<file path="src/rtl/timer_pkg.sv">
`default_nettype none
// ============================================================================
//  Module      : timer_pkg
//  Description : Shared constants for the 8-bit timer count register.
//  Revision    : 1.0  initial release
// ============================================================================
package timer_pkg;

  // Default counter width of the timer
  localparam int TCNT_WIDTH = 8;

  // Terminal values of the default-width counter
  localparam logic [TCNT_WIDTH-1:0] CNT_MAX = {TCNT_WIDTH{1'b1}};
  localparam logic [TCNT_WIDTH-1:0] CNT_MIN = '0;

endpackage : timer_pkg
`default_nettype wire

</file>
<file path="src/rtl/timer_counter.sv">
`default_nettype none
// ============================================================================
//  Module      : timer_counter
//  Description : Loadable up/down count register (reg_TCNT) stepping once per
//                prescaler tick, with sticky overflow/underflow wrap flags.
//  Revision    : 1.0  initial release
// ============================================================================
module timer_counter
  import timer_pkg::*;
#(
  parameter int WIDTH = TCNT_WIDTH
) (
  input  logic             clk,
  input  logic             rst_n,          // active-high synchronous reset
  input  logic             clk_ena,
  input  logic [WIDTH-1:0] start_counter,
  input  logic             up_down,
  input  logic             load,
  input  logic             enable,
  input  logic             clr_overflow,
  input  logic             clr_underflow,
  output logic             overflow,
  output logic             underflow
);

  // Terminal values derived from the instance width so a non-default WIDTH
  // still wraps at its own boundaries.
  localparam logic [WIDTH-1:0] c_cnt_max = {WIDTH{1'b1}};
  localparam logic [WIDTH-1:0] c_cnt_min = '0;

  logic [WIDTH-1:0] reg_TCNT;
  logic [WIDTH-1:0] w_next_cnt;
  logic             w_step;
  logic             w_ovf_wrap;
  logic             w_und_wrap;

  // A step happens only on a gated tick that is not overridden by a load.
  assign w_step     = enable & clk_ena & ~load;
  assign w_ovf_wrap = w_step &  up_down & (reg_TCNT == c_cnt_max);
  assign w_und_wrap = w_step & ~up_down & (reg_TCNT == c_cnt_min);

  // Next-count selection: load beats counting, counting wraps modulo 2^WIDTH.
  always_comb begin
    w_next_cnt = reg_TCNT;
    if (load) begin
      w_next_cnt = start_counter;
    end else if (w_step) begin
      if (up_down) begin
        w_next_cnt = reg_TCNT + 1'b1;
      end else begin
        w_next_cnt = reg_TCNT - 1'b1;
      end
    end
  end

  // Count register update; reset has priority over every other input.
  always_ff @(posedge clk) begin
    if (rst_n) begin
      reg_TCNT <= '0;
    end else begin
      reg_TCNT <= w_next_cnt;
    end
  end

  // Sticky overflow flag: a wrap on the same edge as a clear keeps it set.
  always_ff @(posedge clk) begin
    if (rst_n) begin
      overflow <= 1'b0;
    end else if (w_ovf_wrap) begin
      overflow <= 1'b1;
    end else if (clr_overflow) begin
      overflow <= 1'b0;
    end
  end

  // Sticky underflow flag: a wrap on the same edge as a clear keeps it set.
  always_ff @(posedge clk) begin
    if (rst_n) begin
      underflow <= 1'b0;
    end else if (w_und_wrap) begin
      underflow <= 1'b1;
    end else if (clr_underflow) begin
      underflow <= 1'b0;
    end
  end

endmodule : timer_counter
`default_nettype wire

</file>
<file path="config.mk">
export PLATFORM = sky130hd
export DESIGN_NAME = timer_counter
export DESIGN_NICKNAME = d
export VERILOG_FILES = /design/src/rtl/timer_pkg.sv /design/src/rtl/timer_counter.sv
export SDC_FILE = /design/constraint.sdc
export NUM_CORES = 1
export LEC_CHECK = 0
export CORE_MARGIN = 2
export CORE_UTILIZATION = 41
export CTS_BUF_LIST = sky130_fd_sc_hd__clkbuf_2
export DETAILED_ROUTE_END_ITERATION = 10
export GPL_TIMING_DRIVEN = 0
export PLACE_DENSITY = 0.76
export SLEW_MARGIN = 10
export SYNTH_ARGS = -nofsm -noshare
export SYNTH_HDL_FRONTEND = slang
export SYNTH_SLANG_ARGS = --single-unit
</file>
<file path="constraint.sdc">
create_clock -name clk -period 2.4 [get_ports clk]
set_input_delay 0.48 -clock clk [delete_from_list [all_inputs] [get_ports clk]]
set_output_delay 0.48 -clock clk [all_outputs]
set_load 0.005 [all_outputs]
</file>
==> reports/metrics.sh, run 1 <==
RUN_STATUS='finished, final reports clean'
CLOCK_INSERTION_DELAY_AT_THE_LATER_PIN_OF_THE_SKEW_REPORT_NS=0.25
CTS_BUFFER_DEPTH=2
ROUTED-VIA-COUNT=793
CRIT_ARRIVAL_NS=2.51
LAYOUT.CELLS.NON_FILLER=143
SYNTH_AREA_LEADERS='sky130_fd_sc_hd__dfxtp_1 (25%), sky130_fd_sc_hd__ha_1 (9.4%), sky130_fd_sc_hd__a21oi_1 (6.3%)'
DRT_PRE_ANTENNA_ITERS=4
SETUP_VIOL=0
SYNTH_FP_NETS=121
SYNTH.YOSYS.WARNINGS=0
HOLDCRITPATHCLASS='register to register'
STD_CELL_ROWS=15
NETLIST_AREA_UM2=798
WORSTMARGINPINSLEW_NS=0.472
MAX_CAP_VIOLATIONS=0
DESIGN.DIE.AREA_UM2=2320
SHARE_OF_THE_CLOCK_PERIOD_USED_BY_THE_WORST_PATH_AFTER_LAYOUT_PCT=97.3
SETUP-TNS-FINAL_NS=0
PLACE.GP.CONGESTION=0.908
INITIAL_STANDARD_CELL_UTILIZATION_OF_THE_CORE_PCT=44.8
DESIGN.PORTCOUNT=18
FINAL_LAYOUT_SIZE_SUFFIX_GT1_SHARE_PCT=5.93
FINALNETCOUNT=143
POWER.STATIC_LEAKAGE_nW=0.394
ANT_NETS=0
PLACEABLECOREAREA_UM2=1780
SETUP.WORST_PATH.START_CLASS='primary input'
WORST_CLOCK_SKEW_NS=0.00662
ROUTE.DETAILED.VIAS_PER_INST=5.55
HTREEDEPTH=1
CTS_TREE='done'
NUMBER_OF_CELLS_IN_THE_DESIGN_AFTER_PLACEMENT=140
WORSTHOLDSTART='underflow'
SYNTH_COMMON_CELLS='sky130_fd_sc_hd__a21oi_1 (10), sky130_fd_sc_hd__dfxtp_1 (10), sky130_fd_sc_hd__nor2_1 (10)'
SETUP_REPAIR_AFTER_GLOBAL_ROUTING_MISSED_ITS_MARGIN='false'
ROUTE.DETAILED.WL_PER_INST_UM=13.8
WORST_R2R_STARTPOINT='reg_TCNT[0]'
PROPORTION_OF_REGISTER_BITS_WITH_ASYNCHRONOUS_SET_OR_RESET_AFTER_SYNTHESIS_PCT=0
SYNTH.AVG_CELL_AREA_UM2=8.15
SYN_INST=98
POWER_PER_CELL_AREA_nW_PER_UM2=422
CLOCK_SINKS=10
SYNTH_ENABLE_FLOP_CELLS=0
DOMINANTREGCELLSYNTH='sky130_fd_sc_hd__dfxtp_1'
OVERALL_ROUTING_RESOURCE_USAGE_PCT=19.3
POST-SYNTH-TOP-AREA-FRACTION_PCT=25.1
HOLDWS_NS=0.485
DETAIL_ROUTE.ITER0.VIOLATIONS=18
TIMING.CRITICAL_PATH.FANOUT_MAX=7
TMIN_FINAL_NS=2.33
REGISTER_AREA_UM2=200
WORSTPATHBUFFERINVERTERCOUNT=2
FINALWIRELENGTH_UM=1970
SYNTH_LARGEST_AREA_CELL='sky130_fd_sc_hd__dfxtp_1'
YS_SEQ_AREA_SHARE_PCT=25.1
REPORT.FINAL.HOLD_VIOL_COUNT=0
REGISTER_BIT_TOTAL_FROM_SYNTHESIS=10
CRIT_END_CATEGORY='register'
FINALMAXSLEWVIOLATIONS=0
MAX_STAGE_DELAY_NS=0.56
AREA_TAKEN_BY_MULTI_INPUT_LOGIC_GATES_UM2=562
CTS_INSERTED_BUFFERS=3
DETAILED_PLACE_HPWL_UM=1540
FP.DIEW_UM=48.1
DIEHEIGHT_UM=48.1
TIMING.FINAL.WS_SETUP_NS=0.0657
CLKTRANSATPATHREGS_NS=0.09
GRT_OVERFLOW=0
SETUP.WORST_PATH.START='up_down'
CRITICAL_PATH_REQUIRED_NS=2.57
NUM-FILL-CELLS=162
GRT_PASS1_VIAS=756
CPLARGESTDELAYFAMILY='buffers and inverters'
NUMPORTBUFFERS=17
CTS_ROOT_BUFFER='sky130_fd_sc_hd__clkbuf_2'
SLOWEST_STAGE='sky130_fd_sc_hd__clkdlybuf4s50_1'
FMAX_ACHIEVED_GHz=0.428
ANTENNA_FOUND_INITIAL=0
PRECTSSETUPSLACK_NS=-0.165
GRT_START_MAX_NET_PINS=11
ANTENNA_CELLS=0
GRT_PASS1_WL_UM=3060
WORST_RELATIVE_SLEW_SLACK_PCT=68.5
YOSYS.CELL_TYPES.COUNT=37
LAYOUT-AREA-OVERHEAD-VS-SYNTH_PCT=27.4
TIMING_WORST_SETUP_PATH_TYPE='primary input to register'
POST-ROUTE-DRC-COUNT=0
MAX-VDD-IR-DROP_mV=0.275
CRITICAL_PATH.CELL_CHAIN='clkdlybuf4s50_1, inv_1, ha_1, or4_1, a211o_1, o221ai_1'
==> routing by layer <==
layer / global-route usage, % / part of all wire, % / vias up
met3: 6.67 / 5.0 / 2
li1: - / - / 413
met2: 33.3 / 46 / 21
met1: 23.0 / 49 / 357
met5: 0 / 0 / -
met4: 4.32 / 0.61 / 0
==> flip-flops by register name (all words and copies together) (netlist names) <==
signal     count
underflow      1
reg_TCNT       8
overflow       1
==> area by class of cell <==
cell class	instances	area share [%]
well taps	25	3.08
inverters	4	1.48
multi-input cells	80	55.2
repair buffers	17	16.7
plain buffers	4	2.34
clock buffers	3	1.48
flip-flops and latches	10	19.7
==> timing repair <==
item | 4_1_cts | 5_1_grt
setup buffers | 0 | 0
endpoints found under the setup margin | 0 | 1
resized for setup | 0 | 1
hold buffers | 0 | 0
==> tightest hold or removal path: stages, from the launching register on <==
cell                       delay, ns
sky130_fd_sc_hd__dfxtp_1        0.32
sky130_fd_sc_hd__nand2b_1       0.07
sky130_fd_sc_hd__a21oi_1        0.06
==> logic make-up after synthesis <==
family                     Yosys count  share of synthesized area [%]
DFF                                 10                           25.1
adders and majority gates            7                           11.9
xor gates and xnor gates             4                           4.39
muxes                                4                           5.17
AOI/OAI and AO/OA                   27                           23.4
and+or+nand+nor                     38                           25.2
buffers and inverters                8                           4.86
==> per-stage QoR <==
stage	instance area, µm²	total power, mW	utilization, %
after CTS	1010	0.433	56.9
after global routing	1020	0.460	57.1
final	1020	0.429	57.1
after floorplan	798	0.290	-
after global placement	1000	0.336	56.1
after detailed placement	1000	0.340	56.1
==> cell usage in the layout (no fill, tap or decap), types with 3 or more instances in the layout <==
cell type                         Yosys  final
sky130_fd_sc_hd__clkbuf_2             0      3
sky130_fd_sc_hd__a21oi_1             10     10
sky130_fd_sc_hd__clkdlybuf4s50_1      0     17
sky130_fd_sc_hd__xnor2_1              4      4
sky130_fd_sc_hd__nand3b_1             3      3
sky130_fd_sc_hd__nand2_1              6      6
sky130_fd_sc_hd__a211o_1              3      3
sky130_fd_sc_hd__mux2i_1              3      3
sky130_fd_sc_hd__nor2_1              10     10
sky130_fd_sc_hd__nand3_1              5      5
sky130_fd_sc_hd__inv_1                4      4
sky130_fd_sc_hd__dfxtp_1             10     10
sky130_fd_sc_hd__ha_1                 6      5
==> final timing paths <==
kind	to	slack, ns	cells after the start
setup / recovery	reg_TCNT[5]	0.07	6
hold / removal	underflow	0.49	2
setup reg to reg	reg_TCNT[6]	0.74	5
hold reg to reg	underflow	0.49	2
==> power breakdown <==
part / internal [mW] / switching, mW / leakage [nW]
registers: 0.177 / 0.0142 / 0.0824
logic: 0.0785 / 0.0689 / 0.299
clock network: 0.0341 / 0.0571 / 0.0125
total: 0.289 / 0.140 / 0.394
Power figures use the tool's default switching activity.
==> inputs of run 2 (changes only) <==
==> constraint.sdc (replaced) <==
create_clock -name clk -period 2.9 [get_ports clk]
set_input_delay 0.58 -clock clk [delete_from_list [all_inputs] [get_ports clk]]
set_output_delay 0.58 -clock clk [all_outputs]
set_load 0.005 [all_outputs]
==> run 2 against run 1 <==
Effect of this change: clock power is 17% lower; register-to-register slack improved by 0.51 ns; first-iteration DRC count fell by 33%; non-clock buffer count stayed put; worst hold slack stayed put; largest cell class unchanged; critical path depth is the same; cell count is the same; global-route usage is the same; design area fell by 0.25%; clock-buffer cell count unchanged; combinational power decreased by 18%.
==> reports/metrics.sh, run 2 (same netlist as run 1, synthesis figures left out) <==
NUMBER_OF_INSTANCES_RESIZED_DURING_POST_CTS_REPAIR=0
CLOCK_SINKS=10
CPLARGESTDELAYFAMILY='buffers and inverters'
POWER.STATIC_LEAKAGE_nW=0.396
NUMPORTBUFFERS=17
WORST_CLOCK_SKEW_NS=0.00666
ROUTED-VIA-COUNT=793
DIEHEIGHT_UM=48.1
CTS_ROOT_BUFFER='sky130_fd_sc_hd__clkbuf_2'
SHARE_OF_THE_CLOCK_PERIOD_USED_BY_THE_WORST_PATH_AFTER_LAYOUT_PCT=84.2
POSTLAYOUTCELLAREA_UM2=1010
FINALNETCOUNT=143
ANTENNA_CELLS=0
TIMING_WORST_SETUP_PATH_TYPE='primary input to register'
STD_CELL_ROWS=15
FINALWIRELENGTH_UM=1970
DETAIL_ROUTE.ITER0.VIOLATIONS=12
HOLDWS_NS=0.485
LARGEST_REG_FLOPS=8
WORSTMARGINPINSLEW_NS=0.472
CTS_BUFFER_DEPTH=2
MOST_FREQUENT_CELLS_IN_THE_LAYOUT='sky130_fd_sc_hd__clkdlybuf4s50_1 (17), sky130_fd_sc_hd__a21oi_1 (10), sky130_fd_sc_hd__nor2_1 (10), sky130_fd_sc_hd__dfxtp_1 (10)'
PLACEABLECOREAREA_UM2=1780
INITIAL_STANDARD_CELL_UTILIZATION_OF_THE_CORE_PCT=44.8
HOLDCRITPATHCLASS='register to register'
TMIN_FINAL_NS=2.44
MAX_CAP_VIOLATIONS=0
LAYOUT_TOP_REGISTERS='reg_TCNT: 8 flops, overflow: 1 flops, underflow: 1 flops'
CTS.HOLD.BUFFERS_ADDED=0
TIMING.CRITICAL_PATH.FANOUT_MAX=7
POST-ROUTE-DRC-COUNT=0
CTS_POST_SETUP_BUFFERS_INSERTED=0
WORST_RELATIVE_SLEW_SLACK_PCT=68.5
SETUP_VIOL=0
GRT_OVERFLOW=0
POWER_PER_CELL_AREA_nW_PER_UM2=350
MOST_FREQUENT_STANDARD_CELL_IN_THE_LAYOUT_EXCLUDING_FILL_AND_TAP_CELLS='sky130_fd_sc_hd__clkdlybuf4s50_1'
SLOWEST_STAGE='sky130_fd_sc_hd__clkdlybuf4s50_1'
REPORT.FINAL.HOLD_VIOL_COUNT=0
FMAX_ACHIEVED_GHz=0.409
ROUTE.DETAILED.VIAS_PER_INST=5.55
OVERALL_ROUTING_RESOURCE_USAGE_PCT=19.3
DESIGN.DIE.AREA_UM2=2320
CRITICAL_PATH_REQUIRED_NS=3.07
LAYOUT-AREA-OVERHEAD-VS-SYNTH_PCT=27.1
ANT_NETS=0
CTS_INSERTED_BUFFERS=3
FINAL_LAYOUT_SIZE_SUFFIX_GT1_SHARE_PCT=5.08
SETUP-TNS-FINAL_NS=0
ANTENNA_FOUND_INITIAL=0
HTREEDEPTH=1
RUN_STATUS='finished, final reports clean'
GRT_START_MAX_NET_PINS=11
PLACE.GP.CONGESTION=0.908
CLKTRANSATPATHREGS_NS=0.09
GRT_PASS1_WL_UM=3060
CTS_TREE='done'
WORSTPATHBUFFERINVERTERCOUNT=2
FINALMAXSLEWVIOLATIONS=0
SETUP.REG_TO_REG.WORST_SLACK_NS=1.25
DESIGN.PORTCOUNT=18
CLOCK_INSERTION_DELAY_AT_THE_LATER_PIN_OF_THE_SKEW_REPORT_NS=0.25
LARGEST-REGISTER='reg_TCNT'
DRT_PRE_ANTENNA_ITERS=4
MAX_STAGE_DELAY_NS=0.56
GRT_PASS1_VIAS=756
ROUTE.DETAILED.WL_PER_INST_UM=13.8
SETUP_REPAIR_AFTER_GLOBAL_ROUTING_MISSED_ITS_MARGIN='false'
CRIT_END_CATEGORY='register'
DPL_CELL_AREA_UM2=1000
DETAILED_PLACE_HPWL_UM=1540
POST-LAYOUT-TOTAL-POWER_uW=355
SETUP.WORST_PATH.START_CLASS='primary input'
CRITICAL_PATH.CELL_CHAIN='clkdlybuf4s50_1, inv_1, ha_1, or4_1, a211o_1, o221ai_1'
NUM-FILL-CELLS=163
CRIT_ARRIVAL_NS=2.62
FP.DIEW_UM=48.1
MAX-VDD-IR-DROP_mV=0.228
run 2: worst paths after layout:
| check | startpoint | to | cells after the start |
|---|---|---|---|
| hold reg to reg | underflow | underflow | 2 |
| hold / removal | underflow | underflow | 2 |
| setup reg to reg | reg_TCNT[0] | reg_TCNT[6] | 5 |
| setup / recovery | up_down | reg_TCNT[5] | 6 |
run 2: where the power goes:
| part | switching (mW) | internal [mW] |
|---|---|---|
| combinational | 0.0569 | 0.0644 |
| sequential | 0.0118 | 0.146 |
| clock | 0.0472 | 0.0282 |
run 2: layout make-up:
cell class / instances / area, µm² / area share [%]
Buffer: 4 / 23.8 / 2.34
Timing Repair Buffer: 17 / 170 / 16.8
Tap cell: 25 / 31.3 / 3.08
Multi-Input combinational cell: 80 / 559 / 55.1
Clock buffer: 3 / 15.0 / 1.48
Inverter: 4 / 15.0 / 1.48
Sequential cell: 10 / 200 / 19.7
run 2: stage by stage:
| stage | setup slack [ns] | utilization, % | cells |
|---|---|---|---|
| finish | 0.458 | 56.9 | 143 |
| global route | 0.376 | 56.9 | 143 |
| CTS | 0.492 | 56.9 | 143 |
| detailed placement | 0.235 | 56.1 | 140 |
| global placement | 0.228 | 56.1 | 140 |
| floorplan | 0.959 | - | 98 |
run 2: worst register-to-register path, cell delays in order (launching register included):
cell,delay [ns]
sky130_fd_sc_hd__dfxtp_1,0.39
sky130_fd_sc_hd__fa_1,0.45
sky130_fd_sc_hd__a21oi_1,0.21
sky130_fd_sc_hd__o2111ai_1,0.17
sky130_fd_sc_hd__xnor2_1,0.15
sky130_fd_sc_hd__a211oi_1,0.21
run 2: per-layer routing:
metal	GRT usage, %	routed length [µm]	vias up
met1	23.0	953	360
met4	4.32	12	0
li1	-	-	412
met3	6.67	96	2
met5	0	0	-
met2	33.3	909	19
==> inputs of run 3 (changes only) <==
==> constraint.sdc (replaced) <==
create_clock -name clk -period 2.35 [get_ports clk]
set_input_delay 0.47 -clock clk [delete_from_list [all_inputs] [get_ports clk]]
set_output_delay 0.47 -clock clk [all_outputs]
set_load 0.005 [all_outputs]
==> run 3 against run 2 <==
Effect of this change: worst hold slack is essentially flat; clock power grew 24%; clock-buffer cell count is the same; cell count is the same; core utilization grew 0.28 points; design area grew 0.49%; clock skew is essentially flat; critical endpoint is now reg_TCNT[6].
==> reports/metrics.sh, run 3 (same netlist as run 1, synthesis figures left out) <==
OVERALL_ROUTING_RESOURCE_USAGE_PCT=19.3
PLACE.GP.CONGESTION=0.908
CLOCK_SINKS=10
TMIN_FINAL_NS=2.21
MAX-VDD-IR-DROP_mV=0.281
NUM-FILL-CELLS=161
MAX_CAP_VIOLATIONS=0
CRITICAL_PATH.CELL_CHAIN='clkdlybuf4s50_1, inv_2, fa_1, a21oi_1, o2111ai_1, xnor2_1, a211oi_1'
ANTENNA_FOUND_INITIAL=0
DESIGN.DIE.AREA_UM2=2320
LAYOUT-AREA-OVERHEAD-VS-SYNTH_PCT=27.7
GRT_PASS1_VIAS=756
LARGEST-REGISTER='reg_TCNT'
WORST_CLOCK_SKEW_NS=0.00663
SHARE_OF_THE_CLOCK_PERIOD_USED_BY_THE_WORST_PATH_AFTER_LAYOUT_PCT=94.0
AREA_TAKEN_BY_MULTI_INPUT_LOGIC_GATES_UM2=564
POWER_PER_CELL_AREA_nW_PER_UM2=431
NUMBER_OF_INSTANCES_RESIZED_DURING_POST_CTS_REPAIR=0
CTS_POST_SETUP_BUFFERS_INSERTED=0
CLKTRANSATPATHREGS_NS=0.10
GRT_OVERFLOW=0
REGISTER_AREA_UM2=200
HTREEDEPTH=1
RUN_STATUS='finished, final reports clean'
MOST_FREQUENT_CELLS_IN_THE_LAYOUT='sky130_fd_sc_hd__clkdlybuf4s50_1 (17), sky130_fd_sc_hd__a21oi_1 (10), sky130_fd_sc_hd__nor2_1 (10), sky130_fd_sc_hd__dfxtp_1 (10), sky130_fd_sc_hd__nand2_1 (6)'
PRECTSSETUPSLACK_NS=-0.205
NUMPORTBUFFERS=17
FINALNETCOUNT=143
DESIGN.PORTCOUNT=18
MOST_FREQUENT_STANDARD_CELL_IN_THE_LAYOUT_EXCLUDING_FILL_AND_TAP_CELLS='sky130_fd_sc_hd__clkdlybuf4s50_1'
HOLDCRITPATHCLASS='register to register'
FMAX_ACHIEVED_GHz=0.453
CRITICAL_PATH_REQUIRED_NS=2.53
ROUTED-VIA-COUNT=794
TIMING_WORST_SETUP_PATH_TYPE='primary input to register'
CLOCK_INSERTION_DELAY_AT_THE_LATER_PIN_OF_THE_SKEW_REPORT_NS=0.26
SETUP.WORST_PATH.START_CLASS='primary input'
POWER.STATIC_LEAKAGE_nW=0.391
HOLDWS_NS=0.485
SLOWEST_STAGE='sky130_fd_sc_hd__clkdlybuf4s50_1'
SETUP-TNS-FINAL_NS=0
TIMING.FINAL.WS_SETUP_NS=0.142
LAYOUT_TOP_REGISTERS='reg_TCNT: 8 flops, overflow: 1 flops, underflow: 1 flops'
ANTENNA_CELLS=0
FINALMAXSLEWVIOLATIONS=0
CTS.HOLD.BUFFERS_ADDED=0
WORST_RELATIVE_SLEW_SLACK_PCT=68.5
SETUP_VIOL=0
CTS_ROOT_BUFFER='sky130_fd_sc_hd__clkbuf_2'
MAX_STAGE_DELAY_NS=0.58
GRT_START_MAX_NET_PINS=11
CTS_INSERTED_BUFFERS=3
WORSTMARGINPINSLEW_NS=0.472
ROUTE.DETAILED.WL_PER_INST_UM=13.7
PLACEABLECOREAREA_UM2=1780
INITIAL_STANDARD_CELL_UTILIZATION_OF_THE_CORE_PCT=44.8
DETAIL_ROUTE.ITER0.VIOLATIONS=18
POST-ROUTE-DRC-COUNT=0
REPORT.FINAL.HOLD_VIOL_COUNT=0
STD_CELL_ROWS=15
DETAILED_PLACE_HPWL_UM=1540
FP.DIEW_UM=48.1
CTS_BUFFER_DEPTH=2
POST-LAYOUT-TOTAL-POWER_uW=439
GRT_PASS1_WL_UM=3060
DRT_PRE_ANTENNA_ITERS=4
DIEHEIGHT_UM=48.1
ANT_NETS=0
ROUTE.DETAILED.VIAS_PER_INST=5.55
LARGEST_REG_FLOPS=8
CRIT_END_CATEGORY='register'
FINAL_LAYOUT_SIZE_SUFFIX_GT1_SHARE_PCT=7.63
TIMING.CRITICAL_PATH.FANOUT_MAX=7
FINALWIRELENGTH_UM=1960
SETUP_REPAIR_AFTER_GLOBAL_ROUTING_MISSED_ITS_MARGIN='false'
CRIT_ARRIVAL_NS=2.39
CTS_TREE='done'
-- run 3: final cells by class --
| type | count | share of cell area, % |
|---|---|---|
| tap | 25 | 3.07 |
| inverter | 4 | 1.47 |
| multi-input combinational | 80 | 55.3 |
| clock buffer | 3 | 1.47 |
| buffer | 4 | 2.33 |
| timing repair buffer | 17 | 16.7 |
| sequential | 10 | 19.6 |
-- run 3: stage by stage --
step	std cells	area (µm²)	util (%)
CTS	143	1010	56.9
finish	143	1020	57.2
global placement	140	1000	56.1
detailed placement	140	1000	56.1
floorplan	98	798	-
global route	143	1020	57.2
-- run 3: worst max-delay path, delay by kind of cell --
kind | cells | cell delay (ns)
buf+inv | 2 | 0.71
xor+xnor | 1 | 0.15
compound gates | 3 | 0.60
fa+ha+maj | 1 | 0.46
-- run 3: path summary, 6_finish.rpt --
path / start / to / slack, ns / cells after the start
hold / removal: underflow / underflow / 0.49 / 2
setup / recovery: up_down / reg_TCNT[6] / 0.14 / 7
hold reg to reg: underflow / underflow / 0.49 / 2
setup reg to reg: reg_TCNT[0] / reg_TCNT[6] / 0.69 / 5
-- run 3: metal layers --
layer  up-vias  GRT usage [%]  share of wire, %
met2        21           33.3                46
met3         2           6.67               5.0
met4         0           4.32              0.61
met5         -              0                 0
li1        412              -                 -
met1       359           23.0                49
-- run 3: report_power, final --
group	switching [mW]	internal (mW)	leakage [nW]
Clock	0.0585	0.0348	0.0125
Combinational	0.0704	0.0808	0.296
Sequential	0.0146	0.180	0.0824
